==> src/rtl/ninjin_burst_loader.sv <==
// ninjin_burst_loader: bus-side load stage feeding the renkon/gobou input
// memories. Accepts a (base, count) command, consumes PORT-wide stream beats
// and writes them out one DWIDTH word per cycle on a registered mem port.
//
// Build option: NINJIN_SWAP_HALF_EN -- when defined, the high half of each
// beat is written first and, for an odd count, the final beat's low half is
// discarded. Handshake and timing are identical in both builds.
//
// state  | meaning
// -------+-----------------------------------------------------------
// S_IDLE | waiting for req; latches command on req
// S_LOAD | accepting beats / writing words until cnt reaches word count
// S_DONE | final write issued; next edge pulses ack and returns to idle
module ninjin_burst_loader #(
    parameter int PORT      = 32,
    parameter int DWIDTH    = 16,
    parameter int ADDRWIDTH = 12,
    parameter int LENWIDTH  = 16
) (
    input  logic                 clk,
    input  logic                 xrst,
    input  logic                 req,
    input  logic [ADDRWIDTH-1:0] base_addr,
    input  logic [LENWIDTH-1:0]  word_num,
    input  logic                 s_valid,
    output logic                 s_ready,
    input  logic [PORT-1:0]      s_data,
    output logic                 mem_we,
    output logic [ADDRWIDTH-1:0] mem_addr,
    output logic [DWIDTH-1:0]    mem_wdata,
    output logic                 busy,
    output logic                 ack
);

    localparam logic [1:0] S_IDLE = 2'd0;
    localparam logic [1:0] S_LOAD = 2'd1;
    localparam logic [1:0] S_DONE = 2'd2;

    logic [1:0]           state;
    logic [ADDRWIDTH-1:0] base_q;
    logic [LENWIDTH-1:0]  num_q;
    logic [LENWIDTH-1:0]  cnt;
    logic                 pending;
    logic [DWIDTH-1:0]    word1_q;

    logic [LENWIDTH-1:0]  remaining;
    logic [ADDRWIDTH-1:0] wr_addr;
    logic [DWIDTH-1:0]    first_word;
    logic [DWIDTH-1:0]    second_word;

    // Words still owed before the current write, and its wrapping address.
    assign remaining = num_q - cnt;
    assign wr_addr   = base_q + cnt[ADDRWIDTH-1:0];

`ifdef NINJIN_SWAP_HALF_EN
    assign first_word  = s_data[PORT-1:DWIDTH];
    assign second_word = s_data[DWIDTH-1:0];
`else
    assign first_word  = s_data[DWIDTH-1:0];
    assign second_word = s_data[PORT-1:DWIDTH];
`endif

    // A beat is taken only while loading and no second half is outstanding.
    assign s_ready = (state == S_LOAD) && !pending;

    // Command latch, beat split, write issue and completion sequencing.
    always_ff @(posedge clk or negedge xrst) begin
        if (!xrst) begin
            state     <= S_IDLE;
            base_q    <= '0;
            num_q     <= '0;
            cnt       <= '0;
            pending   <= 1'b0;
            word1_q   <= '0;
            mem_we    <= 1'b0;
            mem_addr  <= '0;
            mem_wdata <= '0;
            busy      <= 1'b0;
            ack       <= 1'b0;
        end else begin
            mem_we <= 1'b0;
            ack    <= 1'b0;
            case (state)
                S_IDLE: begin
                    // Also drops busy on the edge that ends the ack cycle.
                    busy <= req;
                    if (req) begin
                        base_q  <= base_addr;
                        num_q   <= word_num;
                        cnt     <= '0;
                        pending <= 1'b0;
                        state   <= (word_num == '0) ? S_DONE : S_LOAD;
                    end
                end
                S_LOAD: begin
                    if (pending) begin
                        mem_we    <= 1'b1;
                        mem_addr  <= wr_addr;
                        mem_wdata <= word1_q;
                        cnt       <= cnt + LENWIDTH'(1);
                        pending   <= 1'b0;
                        if (remaining == LENWIDTH'(1)) begin
                            state <= S_DONE;
                        end
                    end else if (s_valid) begin
                        mem_we    <= 1'b1;
                        mem_addr  <= wr_addr;
                        mem_wdata <= first_word;
                        cnt       <= cnt + LENWIDTH'(1);
                        // Second half is kept only if the count still needs it.
                        if (remaining >= LENWIDTH'(2)) begin
                            word1_q <= second_word;
                            pending <= 1'b1;
                        end else begin
                            state <= S_DONE;
                        end
                    end
                end
                S_DONE: begin
                    ack   <= 1'b1;
                    state <= S_IDLE;
                end
                default: begin
                    state <= S_IDLE;
                end
            endcase
        end
    end

endmodule

==> config.mk <==
export PLATFORM = sky130hd
export DESIGN_NAME = ninjin_burst_loader
export DESIGN_NICKNAME = d
export VERILOG_FILES = /design/src/rtl/ninjin_burst_loader.sv
export SDC_FILE = /design/constraint.sdc
export NUM_CORES = 1
export LEC_CHECK = 0
export CAP_MARGIN = 15
export CORE_MARGIN = 2
export CORE_UTILIZATION = 45
export DETAILED_ROUTE_END_ITERATION = 6
export GPL_ROUTABILITY_DRIVEN = 0
export PLACE_DENSITY = 0.7
export SYNTH_ARGS = -nofsm -noshare
export SYNTH_HDL_FRONTEND = slang
export SYNTH_SLANG_ARGS = --single-unit
==> constraint.sdc <==
create_clock -name clk -period 4.3 [get_ports clk]
set_input_delay 1.075 -clock clk [delete_from_list [all_inputs] [get_ports clk]]
set_output_delay 1.075 -clock clk [all_outputs]
set_load 0.02 [all_outputs]
## Word-level counts from Yosys, hierarchy flattened

Cells that the tools add are included.

| storage, ports and cells | value |
|---|---|
| register bits | 94 |
| output and inout port bits | 32 |
| input port bits | 64 |
| word-level logic and storage cells | 59 |

| operators by class | value |
|---|---|
| muxes and demuxes | 24 |
| equal/unequal tests | 7 |
| reduce and logical (&&, ||, !) cells | 12 |
| magnitude comparators | 1 |
| bitwise logic cells | 1 |
| add/subtract/negate cells | 3 |

Operators by type and width:

| cell | count |
|---|---|
| 16-bit 2-to-1 mux | 5 |
| 16-bit case mux with 2 select lines | 1 |
| 12-bit 2-to-1 mux | 2 |
| 16-bit by 1-bit adder with 16-bit output, second input constant | 1 |
| 16-bit by 1-bit equality test with 1-bit output, second input constant | 1 |
| 16-bit by 2-bit greater-or-equal comparator with 1-bit output, second input constant | 1 |
| 16-bit zero test | 1 |
| 16-bit subtractor | 1 |
| 12-bit adder | 1 |
| 2-bit 2-to-1 mux | 6 |
| 1-bit 2-to-1 mux | 8 |
| 4-bit AND reduction | 2 |
| 3-bit inequality test, second input constant | 2 |
| 2-bit AND reduction | 3 |
| 2-bit case mux with 2 select lines | 1 |
| 2-bit nonzero test | 2 |
| 3-bit by 2-bit inequality test with 1-bit output, second input constant | 1 |
| 3-bit AND reduction | 1 |
| 2-bit by 1-bit equality test with 1-bit output, second input constant | 1 |
| 2-bit equality test, second input constant | 1 |
| 2-bit zero test | 1 |
| 2-bit inequality test, second input constant | 1 |
| 1-bit case mux with 2 select lines | 1 |
| 1-bit logical AND | 1 |
| 2 further kinds | 2 |

## Depth between registers and ports, before layout

Gate-level depths: netlist of run 1.

| depth | value |
|---|---|
| depth in word-level cells | 6 |
| depth in mapped cells | 12 |

## Worst setup path after synthesis of run 1

No wires, ideal clock.

| timing path | value |
|---|---|
| kind | register to register |
| start | reg cnt[0] |
| end | reg word1_q[0] |
| required time | 4,175 ps |
| arrival time | 3,133 ps |
| buffers on the path | 1 |
| cell stages (with the launch flop) | 12 |
| slack | 1,042 ps |
| cells stage by stage | dfrtp_1 -> ha_1 -> fa_1 -> nor2b_1 -> o2111ai_1 -> and3_1 -> o31a_2 -> a2111oi_2 -> nand4_2 -> o211ai_4 -> buf_12 -> mux2_4 |

| between the ends | value |
|---|---|
| cells in the longest elaborated chain, start to end | 3 |

RTL lines:

| what | line | source |
|---|---|---|
| start, declared | 42 | `logic [LENWIDTH-1:0] cnt;` |
| start signal, assigned | 100 | `cnt <= cnt + LENWIDTH'(1);` |
| start signal, assigned | 109 | `cnt <= cnt + LENWIDTH'(1);` |
| 16-bit subtractor | 52 | `assign remaining = num_q - cnt;` |
| 16-bit by 2-bit greater-or-equal comparator with 1-bit output | 111 | `if (remaining >= LENWIDTH'(2)) begin` |
| 4-bit AND reduction (no source line) | n/a |  |
| end signal, assigned | 112 | `word1_q <= second_word;` |
| end, declared | 44 | `logic [DWIDTH-1:0] word1_q;` |

Every way passes these cells.
A chain may end at the register's enable or synchronous reset.

## Worst setup path in the final report of run 1

| timing path | value |
|---|---|
| start | reg cnt[0] |
| end | reg word1_q[9] |

The elaborated chain is that of the path after synthesis.

==> impl_results.md, run 1 <==
- Status: complete, but fails checks
- Failing checks: DRC
- Final WS setup: 0.582 ns
- HPWL after DPL: 9800 microns
- First-pass GRT wire length: 21900 microns
- Vias: 4532
- XOR/XNOR Fraction of Synth Area: 1.80%
- Initial Util: 46.4%
- Hold_ws: 0.480 ns
- Layout cells sized above 1: 8.65%
- DR iter-0 viols: 280
- Setup TNS: 0 ns
- Die Span Y: 113 microns
- Adder-Cell Fraction of Synth Area: 7.07%
- R2r setup slk: 0.58 ns
- Die area: 12800 sq um
- Rows: 39
- Placement Setup Slack: 0.667 ns
- Crit. End Element: flop
- Slew Limit Fails: 0
- Multiplexer share of the synthesized area: 7.37%
- GRT overflow: 0
- Sequential share of power: 36.1%
- Most frequent cells in the layout: nand2_1, dfrtp_1, clkdlybuf4s50_1, o21ai_0, inv_1
- DRT Wirelength: 13200 microns
- Static Leak: 3.11 nW
- Clock network fraction of total power: 25.7%
- Vias in the first global route: 4487
- Vias per cell: 5.49
- CP required: 4.53 ns
- Type of the worst min-delay path: reg2reg
- Final Hold Fails: 0
- Die X: 113 microns
- Max-slew headroom: 36.7%
- Fillers: 1025
- Syn Inst Count: 584
- Sequential fraction of the synthesis area: 44.0%
- PnR Total Power: 3.19 mW
- Clk sinks: 94
- Synth Area in Compound Gates: 15.6%
- Post-synthesis register bit count: 94
- Drt first pass iters: 7
- VDD IR max: 232 uV
- Area growth syn-to-layout: 26.3%
- # hold bufs at CTS: 0
- Nets: 770
- Switching share of total power: 35.3%
- Commonest non-fill, non-tap cell in the layout: nand2_1
- Asr flop ratio synth: 100%
- DRC viols: 10
- Highest clock rate: 0.269 GHz
- # Max-Cap Violations: 0
- Setup violators final: 0
- Average wire per standard cell: 16.0 microns
- Detail Route Antenna Nets: 0
- Main synth FF type: dfrtp_1
- Post-CTS Setup Bufs: 0
- Critical path class: reg2reg
- Int Pwr: 2.07 mW
- Pwr per Cell Area: 473 nW/um^2
- Largest family of logic cells by synthesized area: simple AND/OR/NAND/NOR gates
- Crit path launch type: flop
- Crit Path Max Fanout: 17
- Warning count from the yosys run: 0
- Skew final: 0.0125 ns
- Combinational Power Share: 38.2%
- Core area: 11500 sq um
- Post-synthesis cell type count: 65
- Final period util: 86.5%
- Post-route minimum period: 3.72 ns
- Simple-gate share of the synthesized area: 19.9%
- Number of synthesized flops with an enable pin: 0
- Post-Syn Area: 5350 sq um
- Max H-tree Level: 3
- Worst-Margin Slew: 0.950 ns
- Diodes inserted: 0
- Post-CTS sizing: 0
- Synth Net Count: 677
- Total CTS buffers: 9
- CP Data Arrival Time: 3.95 ns
- Top Ports: 96
- Avg Cell Area, Syn: 9.15 sq um
- PortBufs: 95
- Root buf cell: clkbuf_16
- Initial antenna violation count: 0
- All-Layer GR Usage: 21.4%
- RSZ-0062 raised after global routing: no
- P_sw: 1.13 mW
- Worst skew pair latency: 0.35 ns
- CTS tree: done
- Clk pin slew, worst setup/hold paths: 0.07 ns
- Max Buffers Root-to-Sink: 2
- Maximum number of pins on one net before global-route repair: 62
==> worst max-delay path: stages, from the launching register on <==
cell	delay, ns
dfrtp_1	0.44
ha_1	0.23
fa_1	0.41
nor2b_1	0.17
o2111ai_1	0.22
and3_1	0.24
o31a_2	0.33
a2111oi_2	0.40
nand4_2	0.24
o211ai_4	0.22
buf_4	0.30
mux2_2	0.38
==> final cells by class <==
class	count	area (sq um)	area share, %
flip-flops and latches	94	2350	34.9
repair buffers	103	1030	15.2
well taps	143	179	2.65
clock inverters	6	75.1	1.11
inverters	29	109	1.61
clock buffers	10	229	3.39
multi-input cells	440	2780	41.1
==> power groups by stage <==
stage | sequential (mW) | clock (mW) | combinational (mW)
global route | 1.17 | 0.878 | 1.34
detailed placement | 1.17 | 0 | 1.20
global placement | 1.16 | 0 | 1.17
floorplan | 1.23 | 0 | 0.733
CTS | 1.15 | 0.843 | 1.21
finish | 1.15 | 0.821 | 1.22
==> cells in the mapped netlist (all sizes together) (2+ instances only) <==
cell,instances,share of area [%]
nor2b,4,0.47
mux2,16,4.0
o21ai,55,5.1
a211oi,4,0.56
dfrtp,94,44
and3,11,1.4
or3,3,0.37
a31oi,9,1.1
o2111a,2,0.42
nand2b,5,0.59
o31ai,5,0.70
o211ai,2,0.54
inv,28,2.0
buf,6,0.89
nor4,7,0.82
nor3,13,1.2
a21oi,18,1.7
clkbuf,14,0.98
nand3,13,1.2
o22a,2,0.37
nand4,7,0.94
nor2,19,1.3
o22ai,2,0.23
nand2,144,10
o311ai,2,0.33
fa,2,0.75
or2,3,0.35
mux2i,18,3.4
o21a,3,0.42
xnor2,5,0.82
and2,4,0.49
a21o,10,1.5
a2111oi,3,0.63
ha,27,6.3
xor2,6,0.98
==> metal layers <==
layer / GRT usage [%] / wire (microns) / vias to the layer above
li1: - / - / 2231
met1: 29.0 / 5880 / 2148
met2: 35.8 / 6390 / 134
met3: 3.80 / 774 / 19
met4: 5.28 / 172 / 0
met5: 0 / 0 / -
==> worst paths after layout <==
check	from	cells past startpoint	end
max reg2reg	cnt[0]	11	word1_q[9]
max in group asynchronous	xrst	2	cnt[13]
min in group asynchronous	xrst	1	mem_wdata[5]
min	mem_wdata[11]	2	mem_wdata[11]
max	cnt[0]	11	word1_q[9]
min reg2reg	mem_wdata[11]	2	mem_wdata[11]
==> logic make-up (layout without fill, tap and decap cells) <==
kind of cell    Yosys count  after routing
mux                      34             34
flops                    94             94
buf+inv                  50            148
compound gates          129            129
simple gates            237            237
fa+ha+maj                29             29
xor+xnor                 11             11
==> stage by stage <==
| step | cell area, sq um | utilization (%) | std cells |
|---|---|---|---|
| 2_1_floorplan | 5350 | - | 584 |
| 6_report | 6750 | 58.6 | 825 |
| 3_3_place_gp | 6420 | 55.7 | 808 |
| 4_1_cts | 6720 | 58.4 | 824 |
| 5_1_grt | 6750 | 58.6 | 825 |
| 3_5_place_dp | 6420 | 55.7 | 808 |
==> registers in the layout, summed over array words and instances, names as in the netlist <==
register,count
cnt,16
ack,1
mem_addr,12
state,2
pending,1
busy,1
num_q,16
base_q,12
mem_wdata,16
mem_we,1
word1_q,16
Power figures use the tool's default switching activity.
==> inputs of run 2 (changes only) <==
--- a/config.mk
+++ b/config.mk
@@ -5,12 +5,13 @@
 export SDC_FILE = /design/constraint.sdc
 export NUM_CORES = 1
 export LEC_CHECK = 0
+export ABC_CLOCK_PERIOD_IN_PS = 4300
 export CAP_MARGIN = 15
 export CORE_MARGIN = 2
-export CORE_UTILIZATION = 45
+export CORE_UTILIZATION = 50
 export DETAILED_ROUTE_END_ITERATION = 6
 export GPL_ROUTABILITY_DRIVEN = 0
-export PLACE_DENSITY = 0.7
+export PLACE_DENSITY = 0.77
 export SYNTH_ARGS = -nofsm -noshare
 export SYNTH_HDL_FRONTEND = slang
 export SYNTH_SLANG_ARGS = --single-unit
==> impl_results.md, run 2 (synthesized netlist as in run 1, its figures left out) <==
- Die area: 11500 sq um (-9.7%)
- Average wire per standard cell: 15.9 microns (-0.40%)
- Static Leak: 3.04 nW (-2.2%)
- Worst-Margin Slew: 1.14 ns (+0.192 ns)
- Die X: 107 microns (-4.9%)
- WP depth: 11 (unchanged)
- Post-route minimum period: 3.64 ns (-0.0784 ns)
- Type of the worst min-delay path: reg2reg
- Worst setup startpoint: cnt[0]
- Max H-tree Level: 3 (unchanged)
- Bufs and invs on worst path: 1 (unchanged)
- Area growth syn-to-layout: 23.5%
- Initial Util: 51.5% (+5.1 points)
- Post-CTS Setup Bufs: 0 (unchanged)
- Reg2Reg Depth: 11 (unchanged)
- R2r setup slk: 0.66 ns (+0.08 ns)
- Maximum number of pins on one net before global-route repair: 79 (+27%)
- Hold Path Cell Cnt: 2 (unchanged)
- Skew final: 0.0119 ns (-0.000650 ns)
- Nets: 769 (-0.13%)
- Slowest stage delay, CP: 0.50 ns (+0.06 ns)
- RSZ-0062 raised after global routing: no
- PortBufs: 95 (unchanged)
- # hold bufs at CTS: 0 (unchanged)
- CP delay by family, top: compound AO/OA/AOI/OAI gates
- Slew Limit Fails: 0 (unchanged)
- Status: finished, final reports clean
- Rows: 37 (-5.1%)
- Vias: 4569 (+0.82%)
- Diodes inserted: 0 (unchanged)
- Core area: 10400 sq um (-10%)
- Crit. End Element: flop
- DRC viols: 0 (-10)
- Final Hold Fails: 0 (unchanged)
- Crit path cell chain: ha_1, fa_1, nor2b_1, o2111ai_1, a31oi_1, o2bb2ai_1, a2111oi_1, nand4_2, o211ai_4, buf_4, mux2_2
- CTS tree: done
- Max Buffers Root-to-Sink: 2 (unchanged)
- Drt first pass iters: 4 (-3)
- Crit path launch type: flop
- Top Ports: 96 (unchanged)
- CP max-delay cell: a2111oi_1
- Clk sinks: 94 (unchanged)
- DRT Wirelength: 13000 microns (-1.4%)
- CP Data Arrival Time: 3.91 ns (-0.04 ns)
- VDD IR max: 194 uV (-16%)
- # Max-Cap Violations: 0 (unchanged)
- Detail Route Antenna Nets: 0 (unchanged)
- Root buf cell: clkbuf_8
- Post-CTS sizing: 0 (unchanged)
- Clk pin slew, worst setup/hold paths: 0.10 ns (+0.03 ns)
- Critical R2R Launch: cnt[0]
- First-pass GRT wire length: 21400 microns (-2.3%)
- Fillers: 880 (-14%)
- Max-slew headroom: 23.7% (-13 points)
- Multi-input logic area: 2780 sq um (unchanged)
- Final period util: 84.6% (-1.8 points)
- Highest clock rate: 0.275 GHz (+2.2%)
- Critical path class: reg2reg
- CP required: 4.57 ns (+0.04 ns)
- Setup TNS: 0 ns (unchanged)
- Total CTS buffers: 9 (unchanged)
- Finished Layout Cells: 817 (-0.97%)
- Worst skew pair latency: 0.38 ns (+0.03 ns)
- Placed cell count: 801 (-0.87%)
- All-Layer GR Usage: 23.4% (+2.0 points)
- PnR Total Power: 2.95 mW (-7.7%)
- GRT overflow: 0 (unchanged)
- Vias per cell: 5.59 (+1.8%)
- DR iter-0 viols: 242 (-14%)
- Register Area: 2350 sq um (unchanged)
- Most frequent cells in the layout: nand2_1, dfrtp_1, clkdlybuf4s50_1, o21ai_0, inv_1
- Pwr per Cell Area: 447 nW/um^2 (-5.6%)
- Crit Path Max Fanout: 17 (unchanged)
- Setup violators final: 0 (unchanged)
- Commonest non-fill, non-tap cell in the layout: nand2_1
- Vias in the first global route: 4528 (+0.91%)
- HPWL after DPL: 9560 microns (-2.4%)
- Worst Hold Launch: mem_addr[0]
- Die Span Y: 107 microns (-4.9%)
- Layout cells sized above 1: 8.66% (+0.013 points)
- Initial antenna violation count: 0 (unchanged)
-- run 2: tightest hold or removal path: stages, from the launching register on --
cell and delay, ns:
dfrtp_1 0.36, nand2_1 0.05, nand2_1 0.06
-- run 2: final timing paths --
path / end
setup reg to reg: word1_q[8]
min in group asynchronous: mem_wdata[5]
hold reg to reg: mem_addr[0]
setup / recovery: word1_q[8]
max in group asynchronous: num_q[8]
hold / removal: mem_addr[0]
-- run 2: layout make-up --
class / instances / area share (%)
Clock buffer: 9 / 1.88
Inverter: 29 / 1.65
Sequential cell: 94 / 35.6
Timing Repair Buffer: 102 / 15.2
Clock inverter: 7 / 1.02
Multi-Input combinational cell: 440 / 42.1
Tap cell: 136 / 2.58
-- run 2: stage by stage --
stage	instance area [sq um]	worst slack, ns	hold WS (ns)	util (%)
after floorplan	5350	1.04	0.452	-
after global placement	6410	0.842	0.461	61.8
after detailed placement	6410	0.748	0.467	61.8
after CTS	6600	0.714	0.493	63.6
after global routing	6600	0.469	0.516	63.6
final	6600	0.661	0.488	63.6
-- run 2: power by group --
group / internal [mW] / leakage [nW] / switching, mW
Sequential: 1.04 / 1.17 / 0.113
Clock: 0.224 / 0.0924 / 0.351
Combinational: 0.567 / 1.78 / 0.654
-- run 2: per-layer routing --
metal,routed length (microns),up-vias,share of wire [%],global-route usage (%)
met5,0,-,0,0
met4,306,0,2.3,9.43
met3,741,24,5.7,3.15
met2,6270,159,48,39.6
met1,5710,2157,44,30.4
li1,-,2229,-,-
